===== src/rtl/fsm_xy_encoder_pkg.sv =====
// Shared constants for the x/y symbol encoder and its downstream Mealy FSM:
// one-hot state codes, symbol codes and the state/bit -> symbol/next-state table.
package fsm_xy_encoder_pkg;

  localparam logic [3:0] S0 = 4'b0001;
  localparam logic [3:0] S1 = 4'b0010;
  localparam logic [3:0] S2 = 4'b0100;
  localparam logic [3:0] S3 = 4'b1000;

  localparam logic [1:0] SYM_X    = 2'b10;
  localparam logic [1:0] SYM_Y    = 2'b01;
  localparam logic [1:0] SYM_IDLE = 2'b00;

  typedef enum logic [1:0] {
    CTL_IDLE = 2'd0,
    CTL_SEND = 2'd1,
    CTL_GAP  = 2'd2
  } ctl_state_e;

  // Returns {xy, next_state}; a non-one-hot state yields no symbol and S0.
  function automatic logic [5:0] next_sym(input logic [3:0] state, input logic b);
    logic [5:0] r;
    case (state)
      S0:      r = b ? {SYM_Y, S3} : {SYM_X, S2};
      S1:      r = b ? {SYM_X, S2} : {SYM_Y, S3};
      S2:      r = b ? {SYM_Y, S3} : {SYM_X, S1};
      S3:      r = b ? {SYM_X, S1} : {SYM_Y, S2};
      default: r = {SYM_IDLE, S0};
    endcase
    return r;
  endfunction

endpackage


===== src/rtl/fsm_xy_model.sv =====
// Shadow copy of the downstream FSM state: symbol lookup for the current bit
// plus the state register with advance, clear and illegal-state recovery.
module fsm_xy_model
  import fsm_xy_encoder_pkg::*;
(
  input  logic       clk,
  input  logic       rst_n,
  input  logic       i_bit,
  input  logic       i_en,
  input  logic       i_clr,
  output logic [1:0] o_sym,
  output logic [3:0] o_state,
  output logic       o_illegal
);

  logic [3:0] r_state;
  logic [5:0] w_lookup;

  assign w_lookup  = next_sym(r_state, i_bit);
  assign o_sym     = w_lookup[5:4];
  assign o_state   = r_state;
  assign o_illegal = ~$onehot(r_state);

  always_ff @(posedge clk or negedge rst_n) begin
    if (!rst_n) begin
      r_state <= S0;
    end else if (o_illegal || i_clr) begin
      r_state <= S0;
    end else if (i_en) begin
      r_state <= w_lookup[3:0];
    end
  end

endmodule


===== src/rtl/fsm_xy_encoder.sv =====
// Serialises handshaken data words into x/y symbols so the downstream FSM
// emits each bit on z; also predicts z and manages FSM resynchronisation.
module fsm_xy_encoder
  import fsm_xy_encoder_pkg::*;
#(
  parameter int DATA_W    = 8,
  parameter int GAP       = 0,
  parameter bit MSB_FIRST = 1'b1
)(
  input  logic              clk,
  input  logic              rst_n,
  input  logic [DATA_W-1:0] in_data,
  input  logic              in_valid,
  output logic              in_ready,
  input  logic              resync,
  output logic              x,
  output logic              y,
  output logic              sym_valid,
  output logic              expect_z,
  output logic              fsm_rst,
  output logic              busy,
  output logic [3:0]        model_state
);

  localparam int CW = $clog2(DATA_W + 1);
  localparam int GW = (GAP > 0) ? $clog2(GAP + 1) : 1;
  localparam logic [CW-1:0] CNT_LAST = CW'(DATA_W);
  localparam logic [GW-1:0] GAP_LAST = GW'(GAP);

  ctl_state_e        r_ctl;
  logic [DATA_W-1:0] r_shift;
  logic [CW-1:0]     r_cnt;
  logic [GW-1:0]     r_gap;
  logic              r_live;
  logic              r_pend;
  logic              r_fsm_rst;
  logic              r_x;
  logic              r_y;
  logic              r_sym_valid;
  logic              r_expect_z;

  logic              w_last;
  logic              w_ready_slot;
  logic              w_accept;
  logic              w_emit;
  logic              w_apply;
  logic              w_bit;
  logic              w_illegal;
  logic [1:0]        w_sym;
  logic [3:0]        w_model;

  function automatic logic head_bit(input logic [DATA_W-1:0] w);
    return MSB_FIRST ? w[DATA_W-1] : w[0];
  endfunction

  function automatic logic [DATA_W-1:0] drop_head(input logic [DATA_W-1:0] w);
    return MSB_FIRST ? (w << 1) : (w >> 1);
  endfunction

  // r_cnt counts symbols already on x/y, so w_last marks the final symbol cycle.
  assign w_last = (r_ctl == CTL_SEND) && (r_cnt == CNT_LAST);

  always_comb begin
    w_ready_slot = 1'b0;
    case (r_ctl)
      CTL_IDLE: w_ready_slot = 1'b1;
      CTL_SEND: w_ready_slot = (GAP == 0) && w_last;
      CTL_GAP:  w_ready_slot = (r_gap == GAP_LAST);
      default:  w_ready_slot = 1'b0;
    endcase
  end

  assign in_ready = w_ready_slot & r_live & ~r_pend & ~resync & ~r_fsm_rst & ~w_illegal;
  assign w_accept = in_valid & in_ready;
  assign w_bit    = w_accept ? head_bit(in_data) : head_bit(r_shift);
  assign w_emit   = w_accept | ((r_ctl == CTL_SEND) & ~w_last & ~w_illegal);
  assign w_apply  = (r_ctl == CTL_IDLE) & r_pend & ~w_illegal;

  fsm_xy_model u_model (
    .clk       (clk),
    .rst_n     (rst_n),
    .i_bit     (w_bit),
    .i_en      (w_emit),
    .i_clr     (w_apply),
    .o_sym     (w_sym),
    .o_state   (w_model),
    .o_illegal (w_illegal)
  );

  always_ff @(posedge clk or negedge rst_n) begin
    if (!rst_n) begin
      r_ctl       <= CTL_IDLE;
      r_cnt       <= '0;
      r_gap       <= '0;
      r_live      <= 1'b0;
      r_pend      <= 1'b0;
      r_fsm_rst   <= 1'b0;
      r_x         <= 1'b0;
      r_y         <= 1'b0;
      r_sym_valid <= 1'b0;
      r_expect_z  <= 1'b0;
    end else begin
      r_live      <= 1'b1;
      r_pend      <= (r_pend & ~w_apply) | resync;
      r_fsm_rst   <= w_apply;
      r_sym_valid <= w_emit;
      r_expect_z  <= w_emit & w_bit;
      {r_x, r_y}  <= w_emit ? w_sym : SYM_IDLE;
      if (w_accept) begin
        r_ctl <= CTL_SEND;
        r_cnt <= CW'(1);
      end else begin
        case (r_ctl)
          CTL_SEND: begin
            if (w_emit) begin
              r_cnt <= r_cnt + 1'b1;
            end else if (w_last) begin
              r_cnt <= '0;
              if (GAP > 0) begin
                r_ctl <= CTL_GAP;
                r_gap <= GW'(1);
              end else begin
                r_ctl <= CTL_IDLE;
              end
            end
          end
          CTL_GAP: begin
            if (r_gap == GAP_LAST) r_ctl <= CTL_IDLE;
            else                   r_gap <= r_gap + 1'b1;
          end
          default: r_ctl <= CTL_IDLE;
        endcase
      end
    end
  end

  always_ff @(posedge clk) begin
    if (w_accept) begin
      r_shift <= drop_head(in_data);
    end else if (w_emit) begin
      r_shift <= drop_head(r_shift);
    end
  end

  assign x           = r_x;
  assign y           = r_y;
  assign sym_valid   = r_sym_valid;
  assign expect_z    = r_expect_z;
  assign fsm_rst     = r_fsm_rst;
  assign busy        = (r_ctl != CTL_IDLE);
  assign model_state = w_model;

endmodule


===== config.mk =====
export PLATFORM = sky130hd
export DESIGN_NAME = fsm_xy_encoder
export DESIGN_NICKNAME = d
export VERILOG_FILES = /design/src/rtl/fsm_xy_encoder_pkg.sv /design/src/rtl/fsm_xy_model.sv /design/src/rtl/fsm_xy_encoder.sv
export SDC_FILE = /design/constraint.sdc
export NUM_CORES = 1
export LEC_CHECK = 0
export BUFFER_PORTS_ARGS = -buffer_cell sky130_fd_sc_hd__buf_2
export CORE_UTILIZATION = 35
export CTS_CLUSTER_SIZE = 30
export DETAILED_ROUTE_END_ITERATION = 10
export GPL_TIMING_DRIVEN = 0
export PLACE_DENSITY = 0.6
export SKIP_LAST_GASP = 1
export SYNTH_ARGS = -nofsm -noshare
export SYNTH_HDL_FRONTEND = slang
export SYNTH_SLANG_ARGS = --single-unit

===== constraint.sdc =====
create_clock -name clk -period 4.16 [get_ports clk]
set_input_delay 0.832 -clock clk [delete_from_list [all_inputs] [get_ports clk]]
set_output_delay 0.832 -clock clk [all_outputs]
set_load 0.01 [all_outputs]

# Yosys cells after proc, flatten, opt, wreduce, memory -nomap -nowiden
# Index checks and enable logic that the tools add are counted.
[word_totals]
n_memories = 0
wordCells = 83
ram_bits = 0
rom_bits = 0
latchBits = 0
reg_bits = 25
[classes]
n_bitwise = 22
n_addsub = 5
n_eq_ne = 11
mul = 0
mux = 22
magnitude_cmp = 0
n_reduce_logical = 11
div = 0
n_shift = 0
[ops]
columns = ["cell", "n"]
rows = [
  ["$mux W4", 6],
  ["$mux W6", 4],
  ["$pmux W6 S4", 1],
  ["$mux W8", 2],
  ["$and A1 B1 Y1", 12],
  ["$mux W2", 5],
  ["$ne A3 B3 Y1 const B", 3],
  ["$eq A4 B4 Y1 const B", 2],
  ["$not A1 Y1", 8],
  ["$reduce_bool A2 Y1", 4],
  ["$add A1 B1 Y2", 2],
  ["$add A4 B1 Y4 const B", 1],
  ["$eq A4 B1 Y1 const B", 1],
  ["$eq A4 B2 Y1 const B", 1],
  ["$eq A4 B3 Y1 const B", 1],
  ["$pmux W2 S2", 1],
  ["$reduce_and A2 Y1", 2],
  ["$add A3 B3 Y3", 1],
  ["$eq A3 B1 Y1 const B", 1],
  ["$pmux W1 S3", 1],
  ["$reduce_and A3 Y1", 1],
  ["$reduce_bool A3 Y1", 1],
  ["$eq A2 B1 Y1 const B", 1],
  ["$eq A2 B2 Y1 const B", 1],
  ["other kinds (6)", 8],
]

# Depth between registers and ports, before layout
# Gate-level depths: netlist of the first run.
[logic_depth]
depth_word = 14
ltp_mapped = 9

# Modules after synthesis
# A second synthesis of the first run with hierarchy kept.
[unflattened]
hier_cells = 126
area_unflattened_um2 = 1373.8
[by_module_without_submodules]
columns = ["mod", "cells_per_inst", "seq_area_each_um2", "area_each_um2", "n_inst"]
rows = [
  ["fsm_xy_encoder", 73, 510.5, 944.7, 1],
  ["fsm_xy_model", 53, 101.3, 429.2, 1],
]

# Worst setup path before layout of the first run
# No wires, ideal clock.
[synth_timing]
kind = "register to register"
start = "register u_model.r_state[0] (netlist: u_model.o_state[0])"
end = "register r_shift[2] (data pin)"
path_stages_with_launch = 9
setup_slack_ns = 1.013
setup_time_ns = 0.260
t_required_ns = 3.900
path_buffers = 1
t_arrival_ns = 2.887
cell_sequence = "dfstp_2 -> inv_1 -> ha_1 -> ha_1 -> fa_1 -> or3b_1 -> a2111oi_4 -> buf_6 -> mux2_2"
[synth_between]
elab_chain_len = 6
[synth_lines]
columns = ["item", "line_no", "source"]
rows = [
  ["start: declaration", "fsm_xy_model.sv:16", "logic [3:0] r_state;"],
  ["start signal: assignment", "fsm_xy_model.sv:30", "r_state <= w_lookup[3:0];"],
  ["$add A1 B1 Y2 (not written as such)", "fsm_xy_model.sv:22", "assign o_illegal = ~$onehot(r_state);"],
  ["$add A3 B3 Y3 (not written as such)", "fsm_xy_model.sv:22", ""],
  ["$eq A3 B1 Y1", "fsm_xy_model.sv:22", ""],
  ["$and A1 B1 Y1", "fsm_xy_encoder.sv:73", "assign in_ready = w_ready_slot & r_live & ~r_pend & ~resync & ~r_fsm_rst & ~w_illegal;"],
  ["$and A1 B1 Y1", "fsm_xy_encoder.sv:74", "assign w_accept = in_valid & in_ready;"],
  ["$mux W8", "fsm_xy_encoder.sv:138", "if (w_accept) begin"],
  ["end signal: assignment", "fsm_xy_encoder.sv:139", "r_shift <= drop_head(in_data);"],
  ["end signal: assignment", "fsm_xy_encoder.sv:141", "r_shift <= drop_head(r_shift);"],
  ["end: declaration", "fsm_xy_encoder.sv:31", "logic [DATA_W-1:0] r_shift;"],
]
# Every way passes these cells.
# A chain may end at the register's enable or synchronous reset.

# Worst setup path after layout of the first run
[layout_timing]
start = "register u_model.r_state[0] (netlist: u_model.o_state[0])"
end = "output port in_ready"
[layout_between]
elab_chain_len = 4
[layout_lines]
columns = ["item", "line_no", "source"]
rows = [
  ["$add A1 B1 Y2 (not written as such)", "fsm_xy_model.sv:22", ""],
  ["$add A3 B3 Y3 (not written as such)", "fsm_xy_model.sv:22", ""],
  ["$eq A3 B1 Y1", "fsm_xy_model.sv:22", ""],
  ["$and A1 B1 Y1", "fsm_xy_encoder.sv:73", ""],
  ["end: declaration", "fsm_xy_encoder.sv:14", "output logic in_ready,"],
]
# Every way passes these cells.

==> results of run 1 <==
[routing by layer]
| layer | routed length (µm) | GRT usage (%) | share of wire [%] |
|---|---|---|---|
| met1 | 1360 | 20.3 | 47 |
| met2 | 1340 | 24.5 | 47 |
| met3 | 159 | 4.51 | 5.5 |
| met4 | 14 | 3.26 | 0.49 |
| met5 | 0 | 0 | 0 |
[placed cells by master (no fill, tap or decap), types with 3 or more instances in the layout]
cell / synthesis / final
nand2_1: 11 / 11
inv_1: 9 / 9
mux2_2: 6 / 6
a21oi_1: 4 / 4
buf_2: 0 / 22
mux2i_1: 4 / 4
nand3_1: 5 / 5
dfrtp_1: 15 / 15
nor3_1: 3 / 3
edfxtp_1: 7 / 7
a22oi_1: 5 / 5
ha_1: 11 / 11
o21ai_0: 6 / 6
clkbuf_8: 0 / 3
o32ai_1: 4 / 4
clkbuf_1: 3 / 3
[kinds of logic (layout without fill, tap and decap cells)]
| logic type | after synthesis | in the layout | synth area share, % |
|---|---|---|---|
| compound gates | 34 | 34 | 19.3 |
| fa+ha+maj | 12 | 12 | 11.3 |
| buf+inv | 13 | 39 | 4.03 |
| flops | 23 | 23 | 43.8 |
| mux | 10 | 10 | 7.70 |
| other cells | 1 | 1 | 0.268 |
| simple gates | 34 | 34 | 13.6 |
[layout make-up]
cell class	count	share of cell area [%]
Sequential cell	23	37.8
Clock buffer	3	2.55
Buffer	4	1.39
Clock inverter	1	0.464
Inverter	9	2.09
Timing Repair Buffer	22	6.81
Multi-Input combinational cell	91	45.1
Tap cell	48	3.72
[metrics by stage]
stage	hold WS, ps	cell area [µm²]	worst slack, ps	cells
floorplan	477	1400	1010	127
finish	472	1620	717	201
global route	491	1620	536	201
CTS	487	1620	688	201
global placement	507	1570	863	197
detailed placement	522	1570	856	197
[sequential cells by signal, indices dropped and copies added (netlist names)]
name             flops
r_shift              7
r_cnt                4
u_model.o_state      4
expect_z             1
fsm_rst              1
r_ctl                1
r_live               1
r_pend               1
sym_valid            1
x                    1
y                    1
[power breakdown]
group	switching (W)	internal (W)	total [W]	leakage, nW
clock	0.0000733	0.0000677	0.000141	0.0217
combinational	0.000394	0.000256	0.000651	0.404
sequential	0.0000602	0.000350	0.000410	0.270
[critical path, cell delays in order, from the launching register on]
cell and delay [ps]:
dfstp_2 580, inv_1 70, ha_1 300, ha_1 200, fa_1 450, nor3b_1 400
and3_1 220, buf_2 120
[final timing paths]
path	start	slack, ps	to
worst max-delay path	u_model.o_state[0]$_DFFE_PN1P_	720	in_ready
worst min-delay path	rst_n	470	fsm_rst$_DFF_PN0_
worst max register to register	u_model.o_state[0]$_DFFE_PN1P_	850	x$_DFF_PN0_
worst min register to register	r_cnt[2]$_DFFE_PN0P_	530	r_cnt[2]$_DFFE_PN0P_
max in group asynchronous	rst_n	3370	u_model.o_state[0]$_DFFE_PN1P_
min in group clk	r_cnt[2]$_DFFE_PN0P_	530	r_cnt[2]$_DFFE_PN0P_
[cells in the mapped netlist (all sizes together), types with 2 or more instances]
cell type | n | area share, %
a2111oi | 2 | 3.0
a211o | 2 | 1.3
a21oi | 4 | 1.4
a22o | 2 | 1.3
a22oi | 5 | 2.7
and2 | 2 | 0.99
and3 | 2 | 0.99
clkbuf | 3 | 0.81
dfrtp | 15 | 27
edfxtp | 7 | 15
ha | 11 | 9.8
inv | 9 | 2.4
mux2 | 6 | 4.8
mux2i | 4 | 2.9
nand2 | 11 | 3.0
nand3 | 5 | 1.8
nor2 | 2 | 0.54
nor3 | 3 | 1.1
o21ai | 6 | 2.1
o22ai | 2 | 0.90
o32ai | 4 | 2.5
==> flow_metrics.py, run 1 <==
metrics = {
    "outcome": {
        "outcome": "finished, final reports clean",
    },
    "logic_synthesis": {
        "async_reset_ff_share_pct": 69.6,
        "synthesis.nets": 151,
        "synth_cell_types": 44,
        "syn_area_um2": 1400,
        "synth_edf_count": 7,
        "netlist_instances": 127,
        "synth-seq-cells": 23,
        "yosys_warnings": 0,
        "synth.avg_cell_area_um2": 11.0,
        "ys_seq_area_share_pct": 43.8,
        "ys.flop_type": "dfrtp_1",
    },
    "sta": {
        "fin_crit_ps": 3440,
        "maxClockFrequency_mhz": 290,
        "hold_violations": 0,
        "clock_skew_ps": 5.59,
        "worstMarginPinSlew_ps": 724,
        "slew_violations": 0,
        "maxSlewHeadroom_pct": 51.7,
        "rsz0062_at_grt": "no",
        "min_period_over_period_pct": 82.8,
        "finalSetupViolations": 0,
        "setup_tns_ps": 0,
    },
    "floorplanning": {
        "core_um2": 3740,
        "die_x_um": 65.2,
        "ios": 23,
        "die_h_um": 65.2,
        "initial_core_util_pct": 37.3,
        "die_area_um2": 4250,
        "num_rows": 22,
    },
    "layout": {
        "postLayoutCoreUtil_pct": 43.2,
        "n_antenna_cell": 0,
        "multi_input_area_um2": 729,
        "n_fill_cell": 375,
        "syn_to_final_growth_pct": 15.7,
        "nets": 178,
        "regArea_um2": 612,
        "drive_gt1_share_pct": 26.1,
    },
    "route": {
        "drtPass1Iterations": 4,
        "drc": 0,
        "drtIter0Drc": 34,
        "routed_wl_um": 2870,
        "dr_total_vias": 1084,
        "drtAntennaViolNets": 0,
        "avgViaCountPerCell": 5.39,
        "wire_per_inst_um": 14.3,
    },
    "placed_design": {
        "gp_congestion": 0.831,
        "dp_hpwl_um": 2220,
        "portBuffers": 22,
    },
    "clocking": {
        "clock_path_buffers": 2,
        "cts.sinks": 23,
        "post-cts-setup-buffers": 0,
        "tritoncts": "yes",
        "cts_hold_buf": 0,
        "clockRootBuffer": "clkbuf_8",
        "htreeDepth": 1,
        "cts_buffers": 3,
        "cts_resized": 0,
        "clkTransAtPathRegs_ps": 80,
        "worstSkewPairLatency_ps": 270,
    },
    "worst_setup_path": {
        "cp.arrival_ps": 2610,
        "cp.required_ps": 3330,
        "worstPathMaxFanout": 5,
        "worst_setup_path_end_kind": "output pin",
        "crit_path_start_kind": "flip-flop",
        "reg2reg_depth": 8,
        "critPathKind": "reg -> out",
    },
    "job": {
        "drv_cap": 0,
    },
    "power_and_ir_drop": {
        "powerDensity_nw_per_um2": 743,
        "power_w": 0.00120,
        "power_leakage_nw": 0.695,
        "ir_worst_vdd_uv": 313,
    },
    "worst_hold_path": {
        "min_path_type": "in -> async",
    },
    "grt": {
        "grt_pass1_vias": 1036,
        "grt_overflow": 0,
        "grt_max_degree": 17,
        "grt.total_usage_pct": 15.3,
        "grt_antenna_before_repair": 0,
        "grt_pass1_wl_um": 4910,
    },
}
No activity file was read; power rests on OpenSTA's default activity.
==> run 2, diff against run 1 <==
PLACE_DENSITY = 0.62   (was 0.6)
clock period = 3 ns   (was 4.16 ns; I/O delays follow)
==> flow_metrics.py, run 2 (same netlist as run 1, synthesis figures left out) <==
metrics = {
    "sta": {
        "min_period_over_period_pct": 98.1,
        "maxClockFrequency_mhz": 340,
        "finalSetupViolations": 0,
        "rsz0062_at_grt": "yes",
        "setup_ws_ps": 56.9,
        "slew_violations": 0,
        "hold_violations": 0,
        "worstMarginPinSlew_ps": 831,
        "maxSlewHeadroom_pct": 44.6,
        "fin_crit_ps": 2940,
        "clock_skew_ps": 2.27,
    },
    "clocking": {
        "htreeDepth": 1,
        "tritoncts": "yes",
        "clock_path_buffers": 2,
        "worstSkewPairLatency_ps": 270,
        "cts_hold_buf": 0,
        "cts_buffers": 3,
        "clockRootBuffer": "clkbuf_8",
        "clkTransAtPathRegs_ps": 90,
        "cts.sinks": 23,
    },
    "outcome": {
        "outcome": "finished, final reports clean",
    },
    "route": {
        "drc": 0,
        "drtAntennaViolNets": 0,
        "routed_wl_um": 3390,
        "avgViaCountPerCell": 5.46,
        "drtPass1Iterations": 4,
        "drtIter0Drc": 59,
        "wire_per_inst_um": 15.9,
        "dr_total_vias": 1164,
    },
    "grt": {
        "grt_antenna_before_repair": 0,
        "grt_pass1_vias": 1192,
        "grt_max_degree": 17,
        "grt_overflow": 0,
        "grt.total_usage_pct": 17.5,
        "grt_pass1_wl_um": 5690,
    },
    "worst_setup_path": {
        "slowest_delay_ps": 560,
        "worstPathMaxFanout": 5,
        "r2r_slack_ps": 60,
        "cp_cell_sequence": "inv_2 > ha_4 > ha_4 > fa_1 > or3b_4 > a2111oi_4 > buf_4 > mux2i_4 > o22ai_1",
        "cp.arrival_ps": 3090,
        "endpoint": "u_model.o_state[1]$_DFFE_PN0P_",
        "worst_setup_path_end_kind": "flip-flop",
        "r2r-start": "u_model.o_state[0]$_DFFE_PN1P_",
        "cp_slowest_cell": "dfstp_2",
        "cp.required_ps": 3140,
        "crit_path_start_kind": "flip-flop",
        "critPathKind": "reg -> reg",
        "setup.worst_path.start": "u_model.o_state[0]$_DFFE_PN1P_",
        "r2r_end": "u_model.o_state[1]$_DFFE_PN0P_",
        "reg2reg_depth": 9,
        "path_common_cell": "ha_4",
    },
    "layout": {
        "regArea_um2": 612,
        "multi_input_area_um2": 827,
        "n_antenna_cell": 0,
        "final_cell_mix": "22 x buf_2, 15 x dfrtp_1, 12 x buf_4",
        "largest_reg_flops": 7,
        "n_fill_cell": 360,
        "final_cells": 213,
        "syn_to_final_growth_pct": 29.4,
        "regMostFlops": "r_shift",
        "nets": 190,
        "layout_commonest_cell": "buf_2",
        "postLayoutCoreUtil_pct": 48.3,
        "drive_gt1_share_pct": 40.0,
    },
    "placed_design": {
        "dp_hpwl_um": 2300,
        "place_inst": 197,
        "portBuffers": 22,
        "gp_congestion": 0.902,
        "pre_cts_ws_ps": -199,
    },
    "power_and_ir_drop": {
        "powerDensity_nw_per_um2": 1080,
        "ir_worst_vdd_uv": 548,
        "power_leakage_nw": 0.779,
    },
    "floorplanning": {
        "ios": 23,
        "die_x_um": 65.2,
        "die_area_um2": 4250,
        "initial_core_util_pct": 37.3,
        "num_rows": 22,
        "die_h_um": 65.2,
        "core_um2": 3740,
    },
    "job": {
        "drv_cap": 0,
    },
    "worst_hold_path": {
        "min_path_type": "in -> async",
    },
}
[run 2: power by group]
part	internal [W]	switching, W	leakage [nW]	total (W)
sequential	0.000485	0.0000819	0.270	0.000567
clock	0.0000944	0.000110	0.0217	0.000204
combinational	0.000523	0.000653	0.488	0.00118
[run 2: area by class of cell]
class	count	share of cell area (%)
sequential	23	33.8
clock buffer	3	2.28
clock inverter	1	0.415
inverter	9	1.87
timing repair buffer	34	11.1
tap	48	3.32
multi-input combinational	91	45.7
buffer	4	1.45
[run 2: worst max-delay path: cells and delay by family (launching register included)]
| family | cells | cell delay, ps |
|---|---|---|
| adder cells (fa/ha/maj) | 3 | 830 |
| flip-flops | 1 | 560 |
| AO/OA/AOI/OAI | 2 | 430 |
| AND/OR/NAND/NOR | 1 | 420 |
| multiplexers | 1 | 320 |
| buffers and inverters | 2 | 260 |
[run 2: metal layers]
layer | part of all wire (%) | vias up | routed length [µm] | GRT usage (%)
met5 | 0 | - | 0 | 0
met4 | 1.9 | 0 | 64 | 7.07
met3 | 5.8 | 9 | 198 | 4.17
met2 | 49 | 42 | 1680 | 29.4
met1 | 43 | 559 | 1450 | 21.4
li1 | - | 554 | - | -
[run 2: metrics by stage]
step,hold slack [ps],total power (W),cell area [µm²],setup TNS [ps]
2_1_floorplan,304,0.00125,1400,0
3_3_place_gp,504,0.00147,1570,-1520
3_5_place_dp,516,0.00150,1570,-2540
4_1_cts,250,0.00187,1760,-589
5_1_grt,265,0.00209,1810,-232
6_report,246,0.00195,1810,0
[run 2: worst min path at each step]
stage                         start  depth (start not counted)  slack (ps)                             end
5_1_grt                       rst_n                          1         270              expect_z$_DFF_PN0_
3_5_place_dp   r_cnt[2]$_DFFE_PN0P_                          1         520            r_cnt[2]$_DFFE_PN0P_
3_3_place_gp   r_cnt[2]$_DFFE_PN0P_                          1         500            r_cnt[2]$_DFFE_PN0P_
4_1_cts                       rst_n                          1         250  u_model.o_state[3]$_DFFE_PN0P_
2_1_floorplan                 rst_n                          0         300              expect_z$_DFF_PN0_
6_report                      rst_n                          1         250  u_model.o_state[3]$_DFFE_PN0P_
[run 2: what timing repair did]
item	4_1_cts	5_1_grt
gates cloned	1	0
setup endpoints to repair	21	22
resized for setup	15	8
buffers inserted	8	3
pin swaps	7	5
==> run 3, diff against run 2 <==
SYNTH_HIERARCHICAL = 1   (was unset)
==> flow_metrics.py, run 3 <==
metrics = {
    "power_and_ir_drop": {
        "netSwitchingFraction_pct": 39.5,
        "power_frac_clock_pct": 8.4,
        "seqPwrFrac_pct": 25.8,
        "ir_worst_vdd_uv": 566,
        "powerDensity_nw_per_um2": 1190,
        "p_switching_w": 0.000878,
        "power_frac_comb_pct": 65.8,
        "power_leakage_nw": 0.834,
        "p_int_w": 0.00134,
    },
    "placed_design": {
        "dpl_cell_area_um2": 1590,
        "portBuffers": 22,
        "dp_hpwl_um": 2000,
        "pre_cts_ws_ps": -513,
        "gp_congestion": 0.877,
    },
    "logic_synthesis": {
        "yosys.area.top_type": "dfrtp_1",
        "ys_seq_area_share_pct": 44.5,
        "synthAdderAreaFrac_pct": 7.83,
        "synthXorXnorAreaFrac_pct": 0.638,
        "synth_top_area_share_pct": 27.3,
        "yosys_warnings": 6,
        "synth-seq-cells": 23,
        "synth_cell_types": 45,
        "synth.mux.area_fraction_pct": 7.92,
        "synthTopCellsByArea": "dfrtp_1 27%, edfxtp_1 15%, ha_1 6.4%",
        "syn_area_um2": 1370,
        "synth-compound-area-share_pct": 12.1,
        "ys.flop_type": "dfrtp_1",
        "synth_simple_gate_area_share_pct": 22.2,
        "synth_top_family_by_area": "simple AND/OR/NAND/NOR gates",
        "synth_edf_count": 7,
        "synth_common_cells": "15 x dfrtp_1, 10 x nand2b_1, 9 x inv_1",
        "async_reset_ff_share_pct": 69.6,
        "synth.avg_cell_area_um2": 10.9,
        "yosysMostFrequentCell": "dfrtp_1",
        "synthesis.nets": 146,
        "netlist_instances": 126,
    },
    "layout": {
        "fin_area_um2": 1870,
        "largest_reg_flops": 7,
        "drive_gt1_share_pct": 49.1,
        "syn_to_final_growth_pct": 35.9,
        "regMostFlops": "r_shift",
        "final_cell_mix": "25 x buf_2, 18 x buf_4, 15 x dfrtp_1",
        "layout_commonest_cell": "buf_2",
        "nets": 192,
        "postLayoutCoreUtil_pct": 50.2,
        "n_antenna_cell": 0,
    },
    "outcome": {
        "violations": "setup timing",
        "outcome": "finished, violations left",
    },
    "floorplanning": {
        "die_h_um": 64.7,
        "ios": 23,
        "core_um2": 3720,
        "initial_core_util_pct": 37.0,
        "num_rows": 22,
        "die_x_um": 64.7,
        "die_area_um2": 4180,
    },
    "grt": {
        "grt_pass1_wl_um": 5160,
        "grt_max_degree": 17,
        "grt_pass1_vias": 1126,
        "grt.total_usage_pct": 15.9,
        "grt_overflow": 0,
        "grt_antenna_before_repair": 0,
    },
    "clocking": {
        "tritoncts": "yes",
        "clkTransAtPathRegs_ps": 80,
        "cts.sinks": 23,
        "clock_path_buffers": 2,
        "clockRootBuffer": "clkbuf_8",
        "htreeDepth": 1,
        "worstSkewPairLatency_ps": 260,
        "cts_hold_buf": 0,
        "cts_buffers": 3,
    },
    "worst_setup_path": {
        "critPathKind": "reg -> reg",
        "cp.required_ps": 3140,
        "r2r_end": "y$_DFF_PN0_",
        "endpoint": "y$_DFF_PN0_",
        "cp_slowest_cell": "dfstp_2",
        "cp.arrival_ps": 3270,
        "cp_cell_sequence": "inv_2 > ha_4 > inv_2 > fa_2 > inv_2 > ha_4 > or3_4 > and2b_2 > o211ai_4 > mux2_4 > mux2i_4 > nand2_1 > o31ai_1 > a21boi_2",
        "path_common_cell": "inv_2",
        "setup.worst_path.start": "u_model/o_state[0]$_DFFE_PN1P_",
        "r2r-start": "u_model/o_state[0]$_DFFE_PN1P_",
        "crit_path_start_kind": "flip-flop",
        "reg2reg_depth": 14,
        "r2r_slack_ps": -130,
        "worstPathMaxFanout": 7,
        "worst_setup_path_end_kind": "flip-flop",
        "slowest_delay_ps": 550,
    },
    "route": {
        "drtIter0Drc": 65,
        "drc": 0,
        "drtAntennaViolNets": 0,
        "drtPass1Iterations": 4,
        "dr_total_vias": 1110,
        "routed_wl_um": 3040,
        "wire_per_inst_um": 13.9,
        "avgViaCountPerCell": 5.07,
    },
    "sta": {
        "setup_ws_ps": -128,
        "fin_crit_ps": 3130,
        "hold_violations": 0,
        "maxClockFrequency_mhz": 320,
        "rsz0062_at_grt": "yes",
        "clock_skew_ps": 9.01,
        "slew_violations": 0,
        "min_period_over_period_pct": 104,
        "finalSetupViolations": 9,
    },
    "job": {
        "drv_cap": 0,
    },
    "worst_hold_path": {
        "min_path_type": "in -> async",
    },
}
[run 3: cell count changes after synthesis, sizes merged, moves of 3 or more]
cell and delta:
nand2 -3, a22oi -5, o21ai -3, ha -4, nand2b +9, o211ai +3, nand4 +3, o32ai -4
buf +3
[run 3: per-layer routing]
metal	vias up	part of all wire (%)	track usage [%]
met3	2	3.7	4.05
met1	537	48	21.6
met5	-	0	0
met4	0	0.39	3.06
li1	543	-	-
met2	28	48	25.7
[run 3: logic make-up after synthesis]
logic type | after synthesis
fa+ha+maj | 8
xor+xnor | 1
compound gates | 21
mux | 10
flops | 23
simple gates | 47
other cells | 1
buf+inv | 15
[run 3: critical path: cells and delay by family, from the launching register on]
kind	cells	cell delay, ps
adder cells (fa/ha/maj)	3	750
AND/OR/NAND/NOR	3	670
multiplexers	2	570
flip-flops	1	550
AO/OA/AOI/OAI	3	300
buffers and inverters	3	150
[run 3: power groups by stage]
stage                     clock (W)  combinational, W  sequential (W)
after floorplan                   0          0.000779        0.000589
after global placement            0           0.00100        0.000573
after detailed placement          0           0.00101        0.000582
after CTS                  0.000197           0.00119        0.000573
after global routing       0.000214           0.00160        0.000590
final                      0.000186           0.00146        0.000574
[run 3: how the worst min path moves through the flow]
stage	from	end	slack, ps
final	rst_n	r_cnt[1]$_DFFE_PN0P_	250
after CTS	rst_n	r_cnt[1]$_DFFE_PN0P_	260
after floorplan	rst_n	expect_z$_DFF_PN0_	300
after global placement	r_shift[1]$_SDFFCE_PP0P_	r_shift[2]$_DFFE_PP_	530
after detailed placement	r_shift[4]$_DFFE_PP_	r_shift[5]$_DFFE_PP_	540
after global routing	rst_n	r_cnt[2]$_DFFE_PN0P_	260
[run 3: stage by stage]
stage	hold slack [ps]	std cells	total power [W]	TNS, ps
finish	254	219	0.00222	-703
global route	257	219	0.00240	-1620
CTS	264	211	0.00196	-1520
detailed placement	538	196	0.00160	-4780
global placement	528	196	0.00158	-4030
floorplan	304	126	0.00137	-1600
[run 3: what timing repair did]
action,CTS,global route
endpoints found under the setup margin,17,17
resized for setup,11,10
buffers inserted,13,9
pin swaps,4,4
[run 3: final cells by class]
type | count | area, µm²
well taps | 48 | 60.1
flip-flops and latches | 23 | 612
clock buffers | 3 | 41.3
multi-input cells | 88 | 817
clock inverters | 1 | 5.00
inverters | 10 | 37.5
fillers | 338 | 1850
repair buffers | 43 | 279
plain buffers | 3 | 15.0
